<file path="src/rtl/instruction_fetch.sv">
// instruction_fetch
//   Producer side of the instruction-word interface feeding the decoder LUT.
//   Sequences the program counter, issues reads to synchronous program
//   memory (one-cycle read latency), holds returned words in a small FIFO
//   prefetch buffer, and presents the buffer head under valid/ready.
//   Supports branch redirect with flush, halt, and consumer back-pressure.
//
// Ports
//   clk, reset      clock, synchronous active-high reset
//   prog_rd         program memory read strobe
//   prog_addr       program memory read address (0 when prog_rd=0)
//   prog_data       read data, valid the cycle after prog_rd
//   instr           buffer head word (0 when instr_valid=0)
//   OP_dk, OP_s     instr[15:8], instr[15:12]
//   instr_pc        address of instr (0 when instr_valid=0)
//   instr_valid     buffer head holds a valid instruction
//   instr_ready     consumer accepts the head this cycle
//   branch_en       redirect fetch to branch_target, flushing everything
//   branch_target   redirect address
//   halt            suppress new reads
//   buf_count       registered buffer occupancy
module instruction_fetch #(
  parameter int                  PC_WIDTH = 12,
  parameter logic [PC_WIDTH-1:0] RESET_PC = '0,
  parameter int                  DEPTH    = 2
) (
  input  logic                         clk,
  input  logic                         reset,
  output logic                         prog_rd,
  output logic [PC_WIDTH-1:0]          prog_addr,
  input  logic [15:0]                  prog_data,
  output logic [15:0]                  instr,
  output logic [7:0]                   OP_dk,
  output logic [3:0]                   OP_s,
  output logic [PC_WIDTH-1:0]          instr_pc,
  output logic                         instr_valid,
  input  logic                         instr_ready,
  input  logic                         branch_en,
  input  logic [PC_WIDTH-1:0]          branch_target,
  input  logic                         halt,
  output logic [$clog2(DEPTH+1)-1:0]   buf_count
);

  localparam int CW = $clog2(DEPTH+1);
  localparam int PW = $clog2(DEPTH);
  localparam logic [CW:0] DEPTH_W = (CW+1)'(DEPTH);

  // Fetch state
  logic [PC_WIDTH-1:0] fetch_pc_q, fetch_pc_d;
  logic                inflight_q, inflight_d;
  logic [PC_WIDTH-1:0] inflight_pc_q, inflight_pc_d;

  // Prefetch FIFO (circular, DEPTH need not be a power of two)
  logic [DEPTH-1:0][15:0]         buf_data_q, buf_data_d;
  logic [DEPTH-1:0][PC_WIDTH-1:0] buf_pc_q, buf_pc_d;
  logic [PW-1:0]                  rd_ptr_q, rd_ptr_d;
  logic [PW-1:0]                  wr_ptr_q, wr_ptr_d;
  logic [CW-1:0]                  count_q, count_d;

  logic          pop;
  logic          push;
  logic [CW:0]   occupancy;
  logic [CW:0]   limit;

  function automatic logic [PW-1:0] ptr_inc(input logic [PW-1:0] p);
    return (p == PW'(DEPTH-1)) ? '0 : p + PW'(1);
  endfunction

  // Handshake and issue
  assign instr_valid = (count_q != '0);
  assign pop         = instr_valid & instr_ready;
  // A branch kills the response arriving this cycle.
  assign push        = inflight_q & ~branch_en;

  // Issue only if the buffer plus the outstanding read still leaves a slot
  // after this cycle's pop; compared as count+inflight < DEPTH+pop to stay
  // unsigned.
  assign occupancy = {1'b0, count_q} + {{CW{1'b0}}, inflight_q};
  assign limit     = DEPTH_W + {{CW{1'b0}}, pop};
  assign prog_rd   = ~reset & ~halt & ~branch_en & (occupancy < limit);
  assign prog_addr = prog_rd ? fetch_pc_q : '0;

  // Head presentation, zeroed when empty
  assign instr     = instr_valid ? buf_data_q[rd_ptr_q] : 16'h0;
  assign instr_pc  = instr_valid ? buf_pc_q[rd_ptr_q]   : '0;
  assign OP_dk     = instr[15:8];
  assign OP_s      = instr[15:12];
  assign buf_count = count_q;

  always_comb begin
    fetch_pc_d    = fetch_pc_q;
    inflight_d    = prog_rd;
    inflight_pc_d = inflight_pc_q;
    buf_data_d    = buf_data_q;
    buf_pc_d      = buf_pc_q;
    rd_ptr_d      = rd_ptr_q;
    wr_ptr_d      = wr_ptr_q;
    count_d       = count_q + CW'(push) - CW'(pop);

    if (prog_rd) begin
      inflight_pc_d = fetch_pc_q;
      fetch_pc_d    = fetch_pc_q + PC_WIDTH'(1);
    end

    if (push) begin
      buf_data_d[wr_ptr_q] = prog_data;
      buf_pc_d[wr_ptr_q]   = inflight_pc_q;
      wr_ptr_d             = ptr_inc(wr_ptr_q);
    end

    if (pop) begin
      rd_ptr_d = ptr_inc(rd_ptr_q);
    end

    // Redirect: the pop above is already counted as consumed; everything
    // left in the buffer and the outstanding read are discarded.
    if (branch_en) begin
      fetch_pc_d = branch_target;
      inflight_d = 1'b0;
      rd_ptr_d   = '0;
      wr_ptr_d   = '0;
      count_d    = '0;
    end
  end

  always_ff @(posedge clk) begin
    if (reset) begin
      fetch_pc_q    <= RESET_PC;
      inflight_q    <= 1'b0;
      inflight_pc_q <= '0;
      buf_data_q    <= '0;
      buf_pc_q      <= '0;
      rd_ptr_q      <= '0;
      wr_ptr_q      <= '0;
      count_q       <= '0;
    end else begin
      fetch_pc_q    <= fetch_pc_d;
      inflight_q    <= inflight_d;
      inflight_pc_q <= inflight_pc_d;
      buf_data_q    <= buf_data_d;
      buf_pc_q      <= buf_pc_d;
      rd_ptr_q      <= rd_ptr_d;
      wr_ptr_q      <= wr_ptr_d;
      count_q       <= count_d;
    end
  end

endmodule

</file>
<file path="config.mk">
export PLATFORM = sky130hd
export DESIGN_NAME = instruction_fetch
export DESIGN_NICKNAME = d
export VERILOG_FILES = /design/src/rtl/instruction_fetch.sv
export SDC_FILE = /design/constraint.sdc
export NUM_CORES = 1
export LEC_CHECK = 0
export BUFFER_PORTS_ARGS = -buffer_cell sky130_fd_sc_hd__buf_2
export CORE_MARGIN = 5
export CORE_UTILIZATION = 30
export DETAILED_ROUTE_END_ITERATION = 6
export SETUP_SLACK_MARGIN = 0.02
export SKIP_CTS_REPAIR_TIMING = 1
export SLEW_MARGIN = 25
export SYNTH_ARGS = -nofsm -noshare
export SYNTH_HDL_FRONTEND = slang
export SYNTH_SLANG_ARGS = --single-unit
</file>
<file path="constraint.sdc">
create_clock -name clk -period 3.45 [get_ports clk]
set_input_delay 0.1725 -clock clk [delete_from_list [all_inputs] [get_ports clk]]
set_output_delay 0.1725 -clock clk [all_outputs]
set_load 0.01 [all_outputs]
</file>
* Word-level counts from Yosys, hierarchy flattened
Cells that the tools add are included.
** Word-level totals
- Memories :: 0
- Register bits after elaboration :: 85
- Input port bits :: 33
- ROM bits :: 0
- Bits in writable memories :: 0
- Latch bits :: 0
- Word-level logic and storage cells :: 50
** Cells by class
- Shift operators :: 0
- Order comparisons :: 4
- Divide/modulo/power cells :: 0
- Reductions and logical operators :: 4
- Add/subtract/negate cells :: 7
- Muxes and demuxes :: 17
- Bitwise gates (word level) :: 8
- Eq/ne operators :: 0
- Multiply operators :: 0
** Operators by type and width (count)
- $mux 12 :: 7
- $mux 16 :: 4
- $bwmux 32 :: 1
- $bwmux 24 :: 1
- $demux 16 s1 :: 1
- $add 12x1->12 const B :: 1
- $demux 12 s1 :: 1
- $and 1x1->1 :: 5
- $lt 1x2->1 const B :: 2
- $reduce_bool 2->1 :: 2
- $add 2x1->3 :: 1
- $add 2x1->3 const A :: 1
- $lt 3x3->1 :: 1
- $not 1->1 :: 3
- $add 1x1->1 const B :: 2
- $add 2x1->2 :: 1
- $mux 1 :: 2
- $reduce_or 2->1 :: 1
- $sub 2x1->2 :: 1
- $ge 1x1->1 const B :: 1
- $logic_and 1x1->1 :: 1

* Longest topological paths before layout
Gate-level depths: netlist of the first run.
- Depth in word-level cells :: 7
- Mapped depth :: 9

* Least setup slack after synthesis of the first run
Ideal clock, no wire load.
- Kind :: reg-to-output
- Start point :: reg count_q[0] (netlist: buf_count[0])
- End point :: out prog_addr[1]
- Data required time :: 3.277 ns
- Path buffers :: 2
- Arrival :: 1.607 ns
- Stages on the path, launching flop included :: 10
- Slack :: 1.671 ns
- Cells stage by stage :: dfxtp_1 > ha_1 > ha_1 > nor4_4 > nand2_2 > inv_1 > buf_4 > buf_4 > nand2_1 > inv_1
** On the way
- Cells in the longest elaborated chain, start to end :: 6
- Elaborated cells on any way between the ends :: 7
- Classes of those cells :: 2 x add/sub; 1 x order compare; 1 x mux; 2 x bitwise; 1 x reduce/logical
** Ends and longest elaborated chain
- start, declared :: line 58 : logic [CW-1:0] count_q, count_d;
- start signal, assigned :: line 144 : count_q <= count_d;
- $reduce_bool 2->1 :: line 70 : assign instr_valid = (count_q != '0);
- $and 1x1->1 :: line 71 : assign pop = instr_valid & instr_ready;
- $add 2x1->3 :: line 79 : assign limit = DEPTH_W + {{CW{1'b0}}, pop};
- $lt 3x3->1 * :: line 80 : assign prog_rd = ~reset & ~halt & ~branch_en & (occupancy < limit);
- $and 1x1->1 * :: line 80
- named net prog_rd :: line 29 : output logic prog_rd,
- $mux 12 * :: line 81 : assign prog_addr = prog_rd ? fetch_pc_q : '0;
- end, declared :: line 30 : output logic [PC_WIDTH-1:0] prog_addr,
The timed path passes the listed nets; every way through them passes the cells marked *.

* Worst setup path in the final report of the first run
- Start point :: reg count_q[0] (netlist: buf_count[0])
- End point :: out prog_addr[0]
** On the way
- Cells in the longest elaborated chain, start to end :: 6
- Elaborated cells on any way between the ends :: 7
- Classes of those cells :: 2 x add/sub; 1 x order compare; 1 x mux; 2 x bitwise; 1 x reduce/logical
** Ends and longest elaborated chain (line)
- $reduce_bool 2->1 :: 70
- $and 1x1->1 :: 71
- $add 2x1->3 :: 79
- $lt 3x3->1 * :: 80
- $and 1x1->1 * :: 80
- $mux 12 * :: 81
Mark *: on every way between the ends. The rest lies on a longest branch, timed or not.

==> impl_summary.txt, run 1 <==
----------------------------------------------------
[Setup path]
  Stage delay of the slowest cell on the critical path ... about 0.55 ns
  Worst R2R Start ... buf_count[0]
  Critical Path Fanout Max ... 22
  Setup crit end kind ... primary output
  Kind of start point of the critical path ... register
  Worst path arrival time ... about 2.6 ns
  Kind of critical path ... reg2out
  Critical Path Start ... buf_count[0]
  CP top delay family ... buffers and inverters
  Critical path data required time ... 3.28 ns
  Buffers and inverters on the worst path ... 3
  Worst path slowest cell ... inv_1
  Critical Path, Cell by Cell ... ha_1, ha_1, nor4_4, nand2_2, inv_1, nand2_1, inv_1, buf_2

[Timing]
  Number of hold-slack violations in the final timing report ... 0
  Worst Max-Slew Pin Slew ... 0.986 ns
  RSZ-0062 raised after global routing ... no
  Sum of negative setup slack ... 0 ns
  Final Setup Violations ... 0
  Worst clock skew ... 0.00582 ns
  Final worst-path cycle share ... 0.796
  Worst rel slew slack ... 0.343
  Worst setup margin ... 0.704 ns
  Achievable clock frequency ... around 360 MHz
  Number of pins with negative max-slew slack in the final report ... 0
  Post-layout minimum cycle time ... 2.75 ns

[Finish]
  Final Net Count ... between 500 and 600
  Layout fillers ... 1345
  Share of post-route cells with drive strength above 1 ... 0.207
  Post-route cell area ... around 4600 um^2
  Antenna cells ... 0
  Number of standard cells in the layout, taps in and fillers out ... 732
  Area growth syn-to-layout ... 19.6%

[Place]
  HPWL Detailed ... 6.54 mm
  Place WS ... ~1.0 ns
  Buffers on Ports ... a little under 90
  Area of placed instances ... between 4000 and 5000 um^2
  Global placer's final weighted congestion ... between 0.8 and 0.9
  Placed Cells incl. Taps ... between 700 and 800

[Global routing]
  Total grt overflow ... 0
  Wire length of the first global-routing pass ... 16.3 mm
  Initial antenna violation count ... 0
  Largest net degree at the start of global routing ... 91
  Number of global-route vias before repair ... 3454
  GR Util All Layers ... 0.136

[Run status]
  Outcome ... complete, no violations

[Drt]
  DRT antenna net count ... 0
  Wire length per cell ... 13.6 um
  Total via count after detailed routing ... 3420
  Detailed-router iteration count before antenna repair ... 6
  Number of DRC violations after detailed-routing iteration 0 ... 233
  Total Wirelength ... 9.92 mm
  Number of DRC violations after detailed routing ... 0
  Average vias per placed instance ... 4.67

[Die]
  Overall die width ... ~120 um
  Number of rows created at floorplan ... between 40 and 50
  Placeable core area ... 12600 um^2
  I/O pin count ... 89
  Effective utilization at floorplan ... 0.305
  Die Area ... 15100 um^2
  Height of the die ... 123 um

[Logic synthesis]
  Number of nets produced by synthesis ... about 530
  Mean area per synthesized cell ... ~7.8 um^2
  Netlist cell types ... 41
  Seq/Total Area, Yosys ... 0.444
  FF+latch count, synth ... 85
  YS warnings ... 0
  Syn Std Cell Area ... 3830 um^2
  Gate count of the mapped netlist ... slightly below 500

[Job]
  Max Cap Viol ... 0

[Clock tree]
  Sinks on Clock Net ... 85
  Source-to-sink clock delay at the later pin of the worst-skew pair ... 0.34 ns
  Buffer depth of the longest clock path ... 2
  Number of buffers added by the clock tree synthesis step ... 9
  CTS root buffer ... clkbuf_16
  Clock slew seen by the registers of the worst setup and hold paths ... around 0.060 ns
  Clock tree from TritonCTS ... yes
  CTS HTree Levels ... 3

[Min path]
  Min-delay src ... prog_data[3]
  Worst hold path class ... in2reg

[Power and ir drop]
  Worst VDD drop ... 0.000224 V
  Standby leakage power ... 1.81 nW
  Ratio of total power to cell area ... 455 nW/um^2

----------------------------------------------------
power breakdown:
group / internal [mW] / switching [mW] / total, mW
logic: 0.0392 / 0.0672 / 0.106
registers: 0.998 / 0.0165 / 1.01
clock network: 0.582 / 0.385 / 0.967
total: 1.62 / 0.469 / 2.09
layer usage:
metal / vias up / GRT usage / wire, um
met2: 103 / 0.226 / 4610
met1: 1574 / 0.167 / 4510
li1: 1739 / - / -
met4: 0 / 0.0318 / 42
met3: 4 / 0.0540 / 759
met5: - / 0 / 0
area by class of cell:
| class | count | area, um^2 | area share |
|---|---|---|---|
| Clock buffer | 11 | 243 | 0.0530 |
| Timing Repair Buffer | 94 | 485 | 0.106 |
| Sequential cell | 85 | 1700 | 0.372 |
| Clock inverter | 5 | 60.1 | 0.0131 |
| Tap cell | 172 | 215 | 0.0470 |
| Inverter | 22 | 82.6 | 0.0180 |
| Multi-Input combinational cell | 343 | 1790 | 0.391 |
tightest hold or removal path: stages:
cell,delay (ns)
buf_2,0.10
nand2_1,0.05
a21oi_1,0.05
cell families (layout without fill, tap and decap cells):
| kind of cell | after synthesis | in the layout | synth area share |
|---|---|---|---|
| and+or+nand+nor | 208 | 208 | 0.226 |
| AOI/OAI and AO/OA | 98 | 98 | 0.143 |
| DFF | 85 | 85 | 0.444 |
| buffers and inverters | 66 | 132 | 0.0882 |
| muxes | 28 | 28 | 0.0732 |
| adders and majority gates | 5 | 5 | 0.0163 |
| xor gates and xnor gates | 4 | 4 | 0.00915 |
state kept, by name, summed over array words and instances, names as in the netlist:
| signal | count |
|---|---|
| buf_data_q | 32 |
| buf_pc_q | 24 |
| fetch_pc_q | 12 |
| inflight_pc_q | 12 |
| buf_count | 2 |
| inflight_q | 1 |
| rd_ptr_q | 1 |
| wr_ptr_q | 1 |
per-stage QoR:
| step | hold slack [ns] | util | power [mW] |
|---|---|---|---|
| floorplan | 0.308 | - | 1.10 |
| global placement | 0.423 | 0.341 | 1.14 |
| detailed placement | 0.433 | 0.341 | 1.14 |
| CTS | 0.0696 | 0.365 | 2.12 |
| global route | 0.0744 | 0.365 | 2.17 |
| finish | 0.0857 | 0.365 | 2.09 |
layout by cell type (no fill, tap or decap), drive strengths merged, types with 3 or more instances in the layout:
cell,count
ha,5
dfxtp,85
nor2,36
inv,22
clkinv,3
o21ai,3
nor3,3
or4,3
clkbuf,11
o311ai,3
a21oi,74
nand3,6
buf,94
a31oi,4
mux2i,28
o22ai,3
a22oi,4
nand2,145
nand2b,3
nor3b,3
final timing paths:
path | to | slack (ns) | cells past startpoint
max | prog_addr[0] | 0.70 | 8
min | buf_data_q[3] | 0.09 | 3
max reg2reg | fetch_pc_q[9] | 1.02 | 9
min reg2reg | buf_data_q[3] | 0.45 | 2
synth_stat cells (all sizes together):
| master | number | area [um^2] |
|---|---|---|
| o2bb2ai | 1 | 8.76 |
| nand2 | 145 | 547 |
| a2111oi | 1 | 8.76 |
| clkbuf | 13 | 48.8 |
| dfxtp | 85 | 1700 |
| nand4 | 2 | 12.5 |
| nand3 | 6 | 30.0 |
| a22oi | 4 | 30.0 |
| o311ai | 3 | 26.3 |
| o22ai | 3 | 18.8 |
| and3 | 1 | 6.26 |
| o211ai | 1 | 7.51 |
| nand3b | 1 | 7.51 |
| nor3b | 3 | 22.5 |
| or3 | 2 | 12.5 |
| inv | 22 | 82.6 |
| mux2i | 28 | 280 |
| buf | 31 | 206 |
| or2 | 2 | 12.5 |
| or4 | 3 | 22.5 |
| a21oi | 74 | 370 |
| o21bai | 1 | 7.51 |
| a31oi | 4 | 25.0 |
| nand2b | 3 | 18.8 |
| nor4 | 1 | 21.3 |
| a211o | 1 | 8.76 |
| o21ai | 3 | 18.8 |
| xnor2 | 2 | 17.5 |
| nor2 | 36 | 138 |
| ha | 5 | 62.6 |
| a32oi | 2 | 17.5 |
| nor3 | 3 | 15.0 |
| xor2 | 2 | 17.5 |
Note: power is estimated with default switching activity, not from simulation.
==> run 2, diff against run 1 <==
==> constraint.sdc (replaced) <==
create_clock -name clk -period 2.8 [get_ports clk]
set_input_delay 0.14 -clock clk [delete_from_list [all_inputs] [get_ports clk]]
set_output_delay 0.14 -clock clk [all_outputs]
set_load 0.01 [all_outputs]
==> run 2 against run 1 <==
Against the previous run:
- flip-flop and latch count did not move
- hold slack worse by 0.037 ns
- critical path depth is 1 higher
- power grew 19%
- non-clock buffer count rose by 2
- cell area down 0.16%
- first-iteration DRC count decreased by 23%
- sequential power is 24% higher
- clock power up 15%
- wire length fell by 1.1%
- die area did not move
- critical path type unchanged
- critical endpoint unchanged
- highest routed layer unchanged
==> impl_summary.txt, run 2 (synthesis gave the netlist of run 1 again) <==
----------------------------------------------------
[Run status]
  Outcome ... complete, no violations

[Clock tree]
  Source-to-sink clock delay at the later pin of the worst-skew pair ... 0.33 ns (about the same)
  Number of buffers added by the clock tree synthesis step ... 9 (unchanged)
  CTS HTree Levels ... 3 (unchanged)
  CTS root buffer ... clkbuf_16
  Clock slew seen by the registers of the worst setup and hold paths ... 0.06 ns (about the same)
  Sinks on Clock Net ... 85 (unchanged)
  Buffer depth of the longest clock path ... 2 (unchanged)
  Clock tree from TritonCTS ... yes

[Setup path]
  Kind of start point of the critical path ... register
  Critical path data required time ... 2.66 ns (-0.62 ns)
  Worst path arrival time ... 2.26 ns (-0.31 ns)
  Worst path slowest cell ... dfxtp_1
  Critical Path, Cell by Cell ... ha_1, ha_1, nor4_4, nand2_2, inv_1, buf_4, nand2_1, inv_1, buf_2
  Critical Path Fanout Max ... 14 (-36%)
  Setup crit end kind ... primary output
  Stage delay of the slowest cell on the critical path ... 0.36 ns (-0.19 ns)
  Kind of critical path ... reg2out

[Place]
  Area of placed instances ... 4300 um^2 (+0.38%)
  Place WS ... 0.727 ns (-0.305 ns)
  HPWL Detailed ... 6.56 mm (+0.30%)
  Buffers on Ports ... 88 (unchanged)
  Global placer's final weighted congestion ... 0.833 (+0.66%)

[Drt]
  Number of DRC violations after detailed routing ... 0 (unchanged)
  Average vias per placed instance ... 4.73 (+1.3%)
  Wire length per cell ... 13.4 um (-1.3%)
  Total Wirelength ... 9.82 mm (-1.1%)
  Detailed-router iteration count before antenna repair ... 5 (-1)
  Number of DRC violations after detailed-routing iteration 0 ... 180 (-23%)
  Total via count after detailed routing ... 3475 (+1.6%)
  DRT antenna net count ... 0 (unchanged)

[Global routing]
  Number of global-route vias before repair ... 3327 (-3.7%)
  Initial antenna violation count ... 0 (unchanged)
  GR Util All Layers ... 0.134 (-0.00290)
  Wire length of the first global-routing pass ... 15.9 mm (-2.7%)
  Total grt overflow ... 0 (unchanged)
  Largest net degree at the start of global routing ... 91 (unchanged)

[Timing]
  Achievable clock frequency ... 417 MHz
  Worst Max-Slew Pin Slew ... 0.908 ns (-0.0779 ns)
  Worst rel slew slack ... 0.394 (+0.0519)
  RSZ-0062 raised after global routing ... no
  Worst clock skew ... 0.00612 ns (+0.000297 ns)
  Number of hold-slack violations in the final timing report ... 0 (unchanged)
  Worst setup margin ... 0.404 ns (-0.300 ns)
  Number of pins with negative max-slew slack in the final report ... 0 (unchanged)
  Post-layout minimum cycle time ... between 2 and 2.5 ns
  Final worst-path cycle share ... 0.856
  Sum of negative setup slack ... 0 ns (unchanged)
  Final Setup Violations ... 0 (unchanged)

[Die]
  I/O pin count ... 89 (unchanged)
  Number of rows created at floorplan ... 41 (unchanged)
  Placeable core area ... 12600 um^2 (unchanged)
  Height of the die ... 123 um (unchanged)
  Overall die width ... 123 um (unchanged)
  Effective utilization at floorplan ... 0.305 (unchanged)
  Die Area ... 15100 um^2 (unchanged)

[Finish]
  Layout fillers ... 1314 (-2.3%)
  Storage element area ... 1700 um^2 (unchanged)
  Most frequent standard cell in the layout excluding fill and tap cells ... nand2_1
  Largest register by flop count ... buf_data_q
  Area growth syn-to-layout ... 19.4%
  Share of post-route cells with drive strength above 1 ... 0.212 (+0.00460)
  Combined area of the multi-input logic cells ... 1800 um^2 (about the same)
  Most frequent cells in the layout ... 144 x nand2_1, 88 x buf_2, 84 x dfxtp_1
  Largest regs ... buf_data_q: 32 flops, buf_pc_q: 24 flops
  Final Net Count ... 595 (+0.34%)
  Flip-flop count of the largest register after layout ... 32 (unchanged)
  Antenna cells ... 0 (unchanged)
  Post-route cell area ... 4580 um^2 (-0.16%)

[Min path]
  Worst hold path class ... in2reg

[Power and ir drop]
  Total power ... 2.49 mW (+19%)
  Ratio of total power to cell area ... 544 nW/um^2 (+19%)
  Worst VDD drop ... 0.000319 V (+42%)
  Standby leakage power ... 1.81 nW (about the same)

[Job]
  Max Cap Viol ... 0 (unchanged)

----------------------------------------------------
## run 2: layout make-up
class | instances | share of cell area
multi-input combinational | 343 | 0.392
timing repair buffer | 96 | 0.109
tap | 172 | 0.0470
clock buffer | 12 | 0.0561
sequential | 85 | 0.372
clock inverter | 4 | 0.00492
inverter | 22 | 0.0180
## run 2: through the flow
stage / std cells / hold WS [ns] / util
CTS: 734 / 0.0347 / 0.364
detailed placement: 718 / 0.398 / 0.342
global placement: 718 / 0.389 / 0.342
global route: 734 / 0.0416 / 0.364
finish: 734 / 0.0488 / 0.364
floorplan: 494 / 0.276 / -
## run 2: path summary, 6_finish.rpt
kind	startpoint	endpoint	slack (ns)	cells after the start
worst max-delay path	buf_count[0]	prog_addr[0]	0.40	9
worst max register to register	buf_count[0]	fetch_pc_q[10]	0.73	7
worst min-delay path	prog_data[8]	buf_data_q[8]	0.05	3
worst min register to register	buf_pc_q[0]	buf_pc_q[0]	0.45	2
## run 2: power by group
part	leakage, nW	internal (mW)	switching (mW)
logic	0.987	0.0496	0.0836
clock network	0.138	0.645	0.462
registers	0.688	1.23	0.0191
## run 2: routing by layer
metal,wire [um],vias up,share of wire,track usage
met5,0,-,0,0
met4,102,0,0.010,0.0360
met3,615,11,0.063,0.0439
met2,4610,97,0.47,0.221
met1,4490,1625,0.46,0.167
li1,-,1742,-,-
## run 2: worst max-delay path: cells and delay by family (launching register included)
kind | cells | cell delay (ns)
flops | 1 | 0.36
fa+ha+maj | 2 | 0.43
simple gates | 3 | 0.37
buf+inv | 4 | 0.76
==> run 3, diff against run 2 <==
--- a/config.mk
+++ b/config.mk
@@ -5,9 +5,11 @@
 export SDC_FILE = /design/constraint.sdc
 export NUM_CORES = 1
 export LEC_CHECK = 0
+export ABC_AREA = 1
 export BUFFER_PORTS_ARGS = -buffer_cell sky130_fd_sc_hd__buf_2
 export CORE_MARGIN = 5
 export CORE_UTILIZATION = 30
+export CTS_CLUSTER_SIZE = 8
 export DETAILED_ROUTE_END_ITERATION = 6
 export SETUP_SLACK_MARGIN = 0.02
 export SKIP_CTS_REPAIR_TIMING = 1
==> run 3 against run 2 <==
Against the previous run:
- die area grew 5.0%
- utilization down 0.67 points
- synthesized cell count rose by 15%
- cell area up 3.4%
- sequential share of layout area is 1.2 points lower
- clock skew shrank 0.0015 ns
- clock power about the same
==> impl_summary.txt, run 3 <==
----------------------------------------------------
[Finish]
  Antenna cells ... 0 (unchanged)
  Most frequent standard cell in the layout excluding fill and tap cells ... a21oi_1
  Most frequent cells in the layout ... 94 x a21oi_1, 88 x buf_2, 87 x inv_1
  Final Net Count ... 662 (+11%)
  Flip-flop count of the largest register after layout ... 32 (unchanged)
  Area growth syn-to-layout ... 17.1%
  Share of post-route cells with drive strength above 1 ... 0.223 (+0.0112)
  Largest regs ... buf_data_q: 32 flops, buf_pc_q: 24 flops
  Final core utilization ... 0.357 (-0.00673)
  Largest register by flop count ... buf_data_q

[Drt]
  Total via count after detailed routing ... 3573 (+2.8%)
  Wire length per cell ... 12.1 um (-9.7%)
  Number of DRC violations after detailed routing ... 0 (unchanged)
  Number of DRC violations after detailed-routing iteration 0 ... 254 (+41%)
  DRT antenna net count ... 0 (unchanged)
  Average vias per placed instance ... 4.44 (-6.1%)
  Total Wirelength ... 9.71 mm (-1.1%)
  Detailed-router iteration count before antenna repair ... 4 (-1)

[Timing]
  Achievable clock frequency ... 406 MHz (-2.8%)
  Worst clock skew ... 0.00464 ns (-0.00147 ns)
  Sum of negative setup slack ... 0 ns (unchanged)
  Final Setup Violations ... 0 (unchanged)
  Number of pins with negative max-slew slack in the final report ... 0 (unchanged)
  Post-layout minimum cycle time ... 2.47 ns (+0.0700 ns)
  Worst Max-Slew Pin Slew ... 0.909 ns (+0.000617 ns)
  Worst rel slew slack ... 0.393 (-0.00111)
  RSZ-0062 raised after global routing ... no
  Final worst-path cycle share ... 0.881 (+0.0250)
  Number of hold-slack violations in the final timing report ... 0 (unchanged)

[Clock tree]
  CTS HTree Levels ... 3 (unchanged)
  Number of buffers added by the clock tree synthesis step ... 9 (unchanged)
  Source-to-sink clock delay at the later pin of the worst-skew pair ... 0.33 ns (about the same)
  Clock slew seen by the registers of the worst setup and hold paths ... 0.06 ns (about the same)
  Sinks on Clock Net ... 85 (unchanged)
  Clock tree from TritonCTS ... yes
  Buffer depth of the longest clock path ... 2 (unchanged)
  CTS root buffer ... clkbuf_16

[Power and ir drop]
  Share of power burned in registers ... 0.504 (+0.002)
  Switching fraction of total power ... 0.237 (+0.0102)
  Share of total power in the clock network ... 0.429 (-0.016)
  Total power ... 2.52 mW (+1.1%)
  Worst VDD drop ... 0.000257 V (-19%)
  Proportion of power drawn by combinational gates ... 0.067 (+0.013)
  Switching pwr ... 0.597 mW (+5.6%)
  Standby leakage power ... 2.07 nW (+14%)
  Cell-internal power ... 1.92 mW (-0.25%)
  Ratio of total power to cell area ... 532 nW/um^2 (-2.3%)

[Setup path]
  Worst R2R Start ... buf_count[1]
  Critical Path, Cell by Cell ... inv_1, nand2_2, nand3_1, nand2_1, nand2_2, clkinv_2, nand2_1, inv_1, buf_2
  Stage delay of the slowest cell on the critical path ... 0.35 ns (about the same)
  Kind of critical path ... reg2out
  Critical path data required time ... 2.66 ns (about the same)
  Critical Path Start ... buf_count[1]
  Setup crit end kind ... primary output
  Worst path arrival time ... 2.33 ns (+0.07 ns)
  Worst path slowest cell ... dfxtp_1
  Critical Path Fanout Max ... 31 (+17)
  Kind of start point of the critical path ... register

[Place]
  Global placer's final weighted congestion ... 0.842 (+1.1%)
  HPWL Detailed ... 6.65 mm (+1.4%)
  Buffers on Ports ... 88 (unchanged)

[Global routing]
  Initial antenna violation count ... 0 (unchanged)
  Wire length of the first global-routing pass ... 16.1 mm (+1.2%)
  GR Util All Layers ... 0.122 (-0.0118)
  Number of global-route vias before repair ... 3127 (-6.0%)
  Total grt overflow ... 0 (unchanged)
  Largest net degree at the start of global routing ... 63 (-31%)

[Logic synthesis]
  YS warnings ... 0 (unchanged)
  Leading cell type by number of instances after synthesis ... a21oi_1
  Number of nets produced by synthesis ... 606 (+14%)
  Yosys top cell area share ... 0.421 (-0.0231)
  Netlist cell types ... 29 (-29%)
  FF+latch count, synth ... 85 (unchanged)
  Count of flip-flops with a built-in enable after synthesis ... 0 (unchanged)
  FFs w/ async S/R, synth ... 0 (unchanged)
  Seq/Total Area, Yosys ... 0.421 (-0.0231)
  Biggest area consumer among synthesized cells ... dfxtp_1
  Syn Std Cell Area ... 4040 um^2 (+5.5%)
  Commonest cells in the synthesized netlist ... 94 x a21oi_1, 87 x inv_1, 85 x dfxtp_1
  Gate count of the mapped netlist ... 568 (+15%)
  Dominant register cell in the synthesized netlist ... dfxtp_1
  Synth area leaders ... dfxtp_1 42%, a21oi_1 12%, o21ai_0 9.5%
  Mean area per synthesized cell ... 7.12 um^2 (-8.3%)

[Min path]
  Worst hold path class ... in2reg
  Min-delay src ... prog_data[14]

[Die]
  Effective utilization at floorplan ... 0.305 (+0.000349)
  Number of rows created at floorplan ... 42 (+2.4%)
  I/O pin count ... 89 (unchanged)
  Height of the die ... 126 um (+2.5%)
  Die Area ... 15900 um^2 (+5.0%)
  Placeable core area ... 13200 um^2 (+5.4%)
  Overall die width ... 126 um (+2.5%)

[Run status]
  Outcome ... complete, no violations

[Job]
  Max Cap Viol ... 0 (unchanged)

----------------------------------------------------
-- run 3: worst paths after layout --
kind	to	slack (ns)	cells after the start
hold / removal	buf_data_q[30]	0.09	3
setup / recovery	prog_addr[1]	0.33	9
setup reg to reg	fetch_pc_q[4]	0.78	9
hold reg to reg	buf_data_q[4]	0.44	2
-- run 3: critical path, delay by kind of cell (launching register included) --
| family | cells | cell delay, ns |
|---|---|---|
| AND/OR/NAND/NOR | 5 | 1.06 |
| buffers and inverters | 4 | 0.59 |
| flip-flops | 1 | 0.35 |
-- run 3: power by group through the flow --
stage	Sequential (mW)	Clock, mW	Combinational [mW]
global route	1.27	1.18	0.195
detailed placement	1.29	0	0.168
CTS	1.27	1.12	0.169
finish	1.27	1.08	0.169
floorplan	1.28	0	0.120
global placement	1.29	0	0.168
-- run 3: kinds of logic after synthesis --
group,after synthesis,synth area share
xor gates and xnor gates,3,0.00650
DFF,85,0.421
buffers and inverters,140,0.155
adders and majority gates,5,0.0155
and+or+nand+nor,144,0.157
AOI/OAI and AO/OA,191,0.245
-- run 3: metal layers --
| layer | vias to the layer above | track usage | share of wire |
|---|---|---|---|
| li1 | 1923 | - | - |
| met1 | 1540 | 0.182 | 0.53 |
| met2 | 100 | 0.173 | 0.41 |
| met3 | 10 | 0.0305 | 0.055 |
| met4 | 0 | 0.0347 | 0.011 |
| met5 | - | 0 | 0 |
-- run 3: final cells by class --
cell class,count,area [um^2]
well taps,176,220
clock buffers,11,243
repair buffers,93,478
clock inverters,4,25.0
flip-flops and latches,85,1700
fillers,1467,8510
multi-input cells,343,1720
inverters,92,347
-- run 3: stage by stage --
step / instances / setup slack [ns] / cell area, um^2 / hold slack (ns)
5_1_grt: 804 / 0.143 / 4730 / 0.0956
4_1_cts: 804 / 0.309 / 4730 / 0.0822
2_1_floorplan: 568 / 1.26 / 4040 / 0.313
3_3_place_gp: 789 / 0.623 / 4460 / 0.427
6_report: 804 / 0.334 / 4730 / 0.0875
3_5_place_dp: 789 / 0.681 / 4460 / 0.433
